==> config.mk <==
export PLATFORM = sky130hd
export DESIGN_NAME = peripheral_bridge_ahb2apb
export DESIGN_NICKNAME = d
export VERILOG_FILES = /design/src/rtl/peripheral_bridge_ahb2apb.sv
export SDC_FILE = /design/constraint.sdc
export NUM_CORES = 1
export LEC_CHECK = 0
export ABC_AREA = 1
export CORE_UTILIZATION = 25
export CTS_CLUSTER_DIAMETER = 100
export DETAILED_ROUTE_END_ITERATION = 8
export GPL_ROUTABILITY_DRIVEN = 1
export GPL_TIMING_DRIVEN = 0
export HOLD_SLACK_MARGIN = 0.08
export PLACE_DENSITY_LB_ADDON = 0.12
export SETUP_SLACK_MARGIN = 0.3
export SLEW_MARGIN = 25
export SYNTH_ARGS = -nofsm -noshare
export SYNTH_HDL_FRONTEND = slang
export SYNTH_SLANG_ARGS = --single-unit
==> constraint.sdc <==
create_clock -name CLK -period 1.5 [get_ports CLK]
set_input_delay 0.45 -clock CLK [delete_from_list [all_inputs] [get_ports CLK]]
set_output_delay 0.45 -clock CLK [all_outputs]
set_load 0.01 [all_outputs]
==> src/rtl/peripheral_bridge_ahb2apb.sv <==
// rtl/peripheral_bridge_ahb2apb.sv - AHB3-Lite slave to APB4 master bridge, one transfer outstanding
module peripheral_bridge_ahb2apb #(
  parameter int HADDR_SIZE = 32,
  parameter int HDATA_SIZE = 32,
  parameter int PADDR_SIZE = 12,
  parameter int PDATA_SIZE = HDATA_SIZE
) (
  input  logic                    CLK,
  input  logic                    RSTN,
  input  logic                    HSEL,
  input  logic [HADDR_SIZE-1:0]   HADDR,
  input  logic [HDATA_SIZE-1:0]   HWDATA,
  output logic [HDATA_SIZE-1:0]   HRDATA,
  input  logic                    HWRITE,
  input  logic [2:0]              HSIZE,
  input  logic [2:0]              HBURST,
  input  logic [3:0]              HPROT,
  input  logic [1:0]              HTRANS,
  input  logic                    HMASTLOCK,
  input  logic                    HREADY,
  output logic                    HREADYOUT,
  output logic                    HRESP,
  output logic                    PSEL,
  output logic                    PENABLE,
  output logic [2:0]              PPROT,
  output logic                    PWRITE,
  output logic [PDATA_SIZE/8-1:0] PSTRB,
  output logic [PADDR_SIZE-1:0]   PADDR,
  output logic [PDATA_SIZE-1:0]   PWDATA,
  input  logic [PDATA_SIZE-1:0]   PRDATA,
  input  logic                    PREADY,
  input  logic                    PSLVERR
);

  localparam int PSTRB_W = PDATA_SIZE / 8;
  localparam logic [PSTRB_W-1:0] STRB_BYTE = PSTRB_W'(1);
  localparam logic [PSTRB_W-1:0] STRB_HALF = PSTRB_W'(3);

  typedef enum logic [1:0] {
    ST_IDLE,
    ST_SETUP,
    ST_ACCESS,
    ST_ERROR
  } state_t;

  state_t state;

  logic               accept;
  logic [PSTRB_W-1:0] strb_next;
  logic               unused_inputs;

  assign accept = (state == ST_IDLE) && HSEL && HREADY && HTRANS[1];

  assign unused_inputs = ^{HBURST, HMASTLOCK, HPROT[3:2], HTRANS[0],
                           HADDR[HADDR_SIZE-1:PADDR_SIZE]};

  // The master holds HWDATA while HREADYOUT is low, so it can feed PWDATA directly.
  assign PWDATA = PSEL ? PDATA_SIZE'(HWDATA) : '0;

  always_comb begin
    strb_next = '0;
    if (HWRITE) begin
      case (HSIZE)
        3'd0:    strb_next = STRB_BYTE << HADDR[1:0];
        3'd1:    strb_next = STRB_HALF << {HADDR[1], 1'b0};
        default: strb_next = '1;
      endcase
    end
  end

  always_ff @(posedge CLK or negedge RSTN) begin
    if (!RSTN) begin
      state     <= ST_IDLE;
      HREADYOUT <= 1'b1;
      HRESP     <= 1'b0;
      HRDATA    <= '0;
      PSEL      <= 1'b0;
      PENABLE   <= 1'b0;
      PWRITE    <= 1'b0;
      PSTRB     <= '0;
      PADDR     <= '0;
      PPROT     <= '0;
    end else begin
      case (state)
        ST_IDLE: begin
          if (accept && (HSIZE > 3'd2)) begin
            state     <= ST_ERROR;
            HREADYOUT <= 1'b0;
            HRESP     <= 1'b1;
          end else if (accept) begin
            state     <= ST_SETUP;
            HREADYOUT <= 1'b0;
            HRESP     <= 1'b0;
            PSEL      <= 1'b1;
            PENABLE   <= 1'b0;
            PWRITE    <= HWRITE;
            PSTRB     <= strb_next;
            PADDR     <= HADDR[PADDR_SIZE-1:0];
            PPROT     <= {~HPROT[0], 1'b1, HPROT[1]};
          end else begin
            HREADYOUT <= 1'b1;
            HRESP     <= 1'b0;
          end
        end
        ST_SETUP: begin
          state   <= ST_ACCESS;
          PENABLE <= 1'b1;
        end
        ST_ACCESS: begin
          if (PREADY) begin
            PSEL    <= 1'b0;
            PENABLE <= 1'b0;
            PWRITE  <= 1'b0;
            PSTRB   <= '0;
            if (PSLVERR) begin
              state <= ST_ERROR;
              HRESP <= 1'b1;
            end else begin
              state     <= ST_IDLE;
              HREADYOUT <= 1'b1;
              HRESP     <= 1'b0;
              if (!PWRITE) HRDATA <= HDATA_SIZE'(PRDATA);
            end
          end
        end
        ST_ERROR: begin
          // Second half of the two-cycle ERROR response.
          state     <= ST_IDLE;
          HREADYOUT <= 1'b1;
          HRESP     <= 1'b1;
        end
        default: state <= ST_IDLE;
      endcase
    end
  end

endmodule

==> key figures <==
Run status
  • Status: finished, violations left
  • Failing checks: negative setup slack

Floorplan
  • Initial Util: 0.259
  • Die area: 0.0112 mm2
  • FP Rows: 37
  • Die X: 106 um
  • # IOs: 204
  • Core Region: 0.0104 mm2
  • Die height: 106 um

Critical path
  • FF-to-FF Start: state[0]
  • Worst Setup Start Kind: flop
  • Crit path capture type: output pin
  • Worst EP arrival: 1.25 ns
  • Crit-path cells: buf_8 -> clkbuf_16 -> nand2_2 -> inv_2 -> buf_6
  • Crit Path Category: flop to output pin
  • Worst path slowest cell: dfrtp_1
  • Reg2reg path depth: 6
  • CP Max Fanout: 8
  • Worst R2R Setup Slack: 0.12 ns
  • CP Data Required Time: 1.05 ns
  • Reg2reg end: HRDATA[15]
  • Slowest stage delay, CP: 0.40 ns
  • Origin of the worst setup path: PSEL

Yosys
  • Commonest cells post-synth: nand2_1, inv_1, dfrtp_1
  • FFs w/ async S/R, synth: 1.00
  • Number of synthesized flops with an enable pin: 0
  • Synth Warn #: 0
  • Top post-synthesis cells by area: dfrtp_1, nand2_1, inv_1, o21ai_1, nand3_1
  • Post-synthesis sequential area ratio: 0.538
  • Syn Area/Cell: 7.78 um2
  • Count leader, synth: nand2_1
  • Flops & latches, synth: 58
  • Synth Cell Area: 0.00270 mm2
  • Post-synth top flop: dfrtp_1
  • Post-Syn Instances: 347
  • Largest area contributor in the netlist: dfrtp_1
  • Syn Nets: 463
  • Library cells used by synthesis: 21
  • Top-area cell type share of the netlist area: 0.528

Cells and area
  • FILL cells: 951
  • N_diodes: 0
  • Non-filler cells, final: 733
  • Ratio of cells with drive above 1 in the final layout: 0.561
  • Design Area, Final: 0.00593 mm2
  • Synth-to-layout area growth: 119%
  • Multi-input logic area: 0.00144 mm2
  • Sequential cell area: 0.00145 mm2
  • Layout Nets: 708

Power and ir drop
  • Leakage: 3.24 nW
  • P per Cell Area: 1620 mW/mm2
  • Internal power component: 6.01 mW
  • Clock power share: 0.154
  • Switching Share: 0.375
  • Sequential share of power: 0.298
  • Worst vdd ir: 0.745 mV
  • P_sw: 3.60 mW
  • Combinational share of power: 0.548

Min path
  • Worst Hold End: HREADYOUT
  • Worst min-delay path category: flop to flop
  • Hold path depth: 2
  • Hold Path Origin: HREADYOUT

Detailed routing
  • Aggregate routed wire length: 9670 um
  • Via density: 4.24
  • 1st-pass router iterations: 6
  • Antenna-violating nets left: 0
  • First DRT Iteration DRCs: 90
  • DRC: 0
  • Via count: 3110
  • Routed wire per std cell: 13.2 um

STA
  • Setup slack after layout: -0.203 ns
  • Max frequency: 587 MHz
  • Final slew viol count: 0
  • Setup violations, final: 32
  • Fin crit period: 1.70 ns
  • WHS: 0.478 ns
  • Clk_skew: 0.0108 ns
  • Final Hold Vio Count: 0
  • Slew at the pin closest to its max-slew limit: 0.393 ns
  • Slew HR: 0.738
  • RSZ-0062 raised after global routing: yes
  • Crit share post-route: 1.14

Placed design
  • Cell count after placement: 660
  • Final GP Congestion: 0.720
  • Dpl hpwl: 6280 um
  • Port buffer count: 176
  • Post-DP Area: 0.00470 mm2

Clock tree
  • Clock sink count: 58
  • Cts bufs inserted: 9
  • CTS tree: done
  • Worst skew pair latency: 0.34 ns
  • CTS clk-pin slew, worst paths: 0.07 ns
  • H-tree depth: 3
  • Max Root-Sink Buffers: 2
  • Root Buffer: clkbuf_8

GRT
  • Vias in the first global route: 2980
  • Global-route wire length before repair: 14600 um
  • Initial antenna violation count: 0
  • Total gr overflow: 0
  • Largest net degree at the start of global routing: 32
  • Tot GR Track Use: 0.166

Flow run
  • Max Cap Viol: 0
[power groups by stage]
stage / clock (mW) / combinational [mW] / sequential [mW]
after floorplan: 0 / 1.23 / 3.09
after global placement: 0 / 3.76 / 2.75
after detailed placement: 0 / 3.80 / 2.77
after CTS: 1.52 / 4.23 / 2.79
after global routing: 1.60 / 5.68 / 2.95
final: 1.48 / 5.27 / 2.86
[worst max-delay path, delay by kind of cell, from the launching register on]
| kind | cells | cell delay (ns) |
|---|---|---|
| AND/OR/NAND/NOR | 1 | 0.07 |
| buffers and inverters | 4 | 0.45 |
| flip-flops | 1 | 0.40 |
[cells in the final DEF, fill, tap and decap left out, types with 4 or more instances in the layout]
master / count
clkdlybuf4s50_1: 79
nand2_2: 68
buf_6: 63
dfrtp_1: 56
inv_1: 47
buf_2: 41
nand2_1: 37
buf_4: 37
nand2_4: 26
inv_2: 25
o21ai_2: 19
o21ai_1: 17
nand3_1: 13
clkbuf_8: 10
buf_8: 9
dlygate4sd2_1: 9
nand3_2: 5
nand3_4: 4
nor2_4: 4
[metal layers]
layer / global-route usage / share of wire
met3: 0.0582 / 0.091
met2: 0.291 / 0.52
met5: 0 / 0
met1: 0.190 / 0.38
met4: 0.0466 / 0.0084
[final cells by class]
type | instances | share of cell area
Buffer | 13 | 0.0325
Clock buffer | 10 | 0.0232
Clock inverter | 6 | 0.0112
Inverter | 75 | 0.0488
Multi-Input combinational cell | 202 | 0.243
Sequential cell | 58 | 0.245
Tap cell | 136 | 0.0287
Timing Repair Buffer | 233 | 0.367
[through the flow]
| step | util | setup WS [ns] | setup TNS [ns] | power (mW) |
|---|---|---|---|---|
| finish | 0.569 | -0.203 | -5.63 | 9.61 |
| floorplan | - | 0.242 | 0 | 4.32 |
| CTS | 0.500 | -0.226 | -7.01 | 8.54 |
| global route | 0.569 | -0.263 | -7.47 | 10.2 |
| global placement | 0.449 | -2.02 | -145.63 | 6.50 |
| detailed placement | 0.451 | -0.527 | -30.00 | 6.57 |
[kinds of logic (layout without fill, tap and decap cells)]
kind of cell | Yosys count | count (layout) | synth area share
compound gates | 38 | 38 | 0.0718
buf+inv | 88 | 337 | 0.130
simple gates | 163 | 164 | 0.261
flops | 58 | 58 | 0.538
[registers in the layout (all words and copies together), names as in the netlist]
register / cells
PADDR: 12
HRESP: 1
state: 2
PWRITE: 1
PSTRB: 4
PENABLE: 1
HREADYOUT: 1
PPROT: 3
HRDATA: 32
PSEL: 1
[worst max-delay path by stage]
stage	depth (start not counted)	slack, ns	endpoint
after global placement	1	-2.02	PSTRB[2]
after CTS	5	-0.23	PWDATA[3]
final	5	-0.20	PWDATA[16]
after global routing	5	-0.26	PWDATA[23]
after floorplan	4	0.24	PWDATA[0]
after detailed placement	4	-0.53	PWDATA[28]
[what timing repair did]
action / in CTS / in global routing
setup endpoints to repair: 144 / 145
cloned: 9 / 1
pin swaps: 14 / 30
resized for setup: 479 / 157
buffers inserted: 27 / 19
hold endpoints to repair: 26 / 0
hold buffers: 1 / 0
Power figures use the tool's default switching activity.
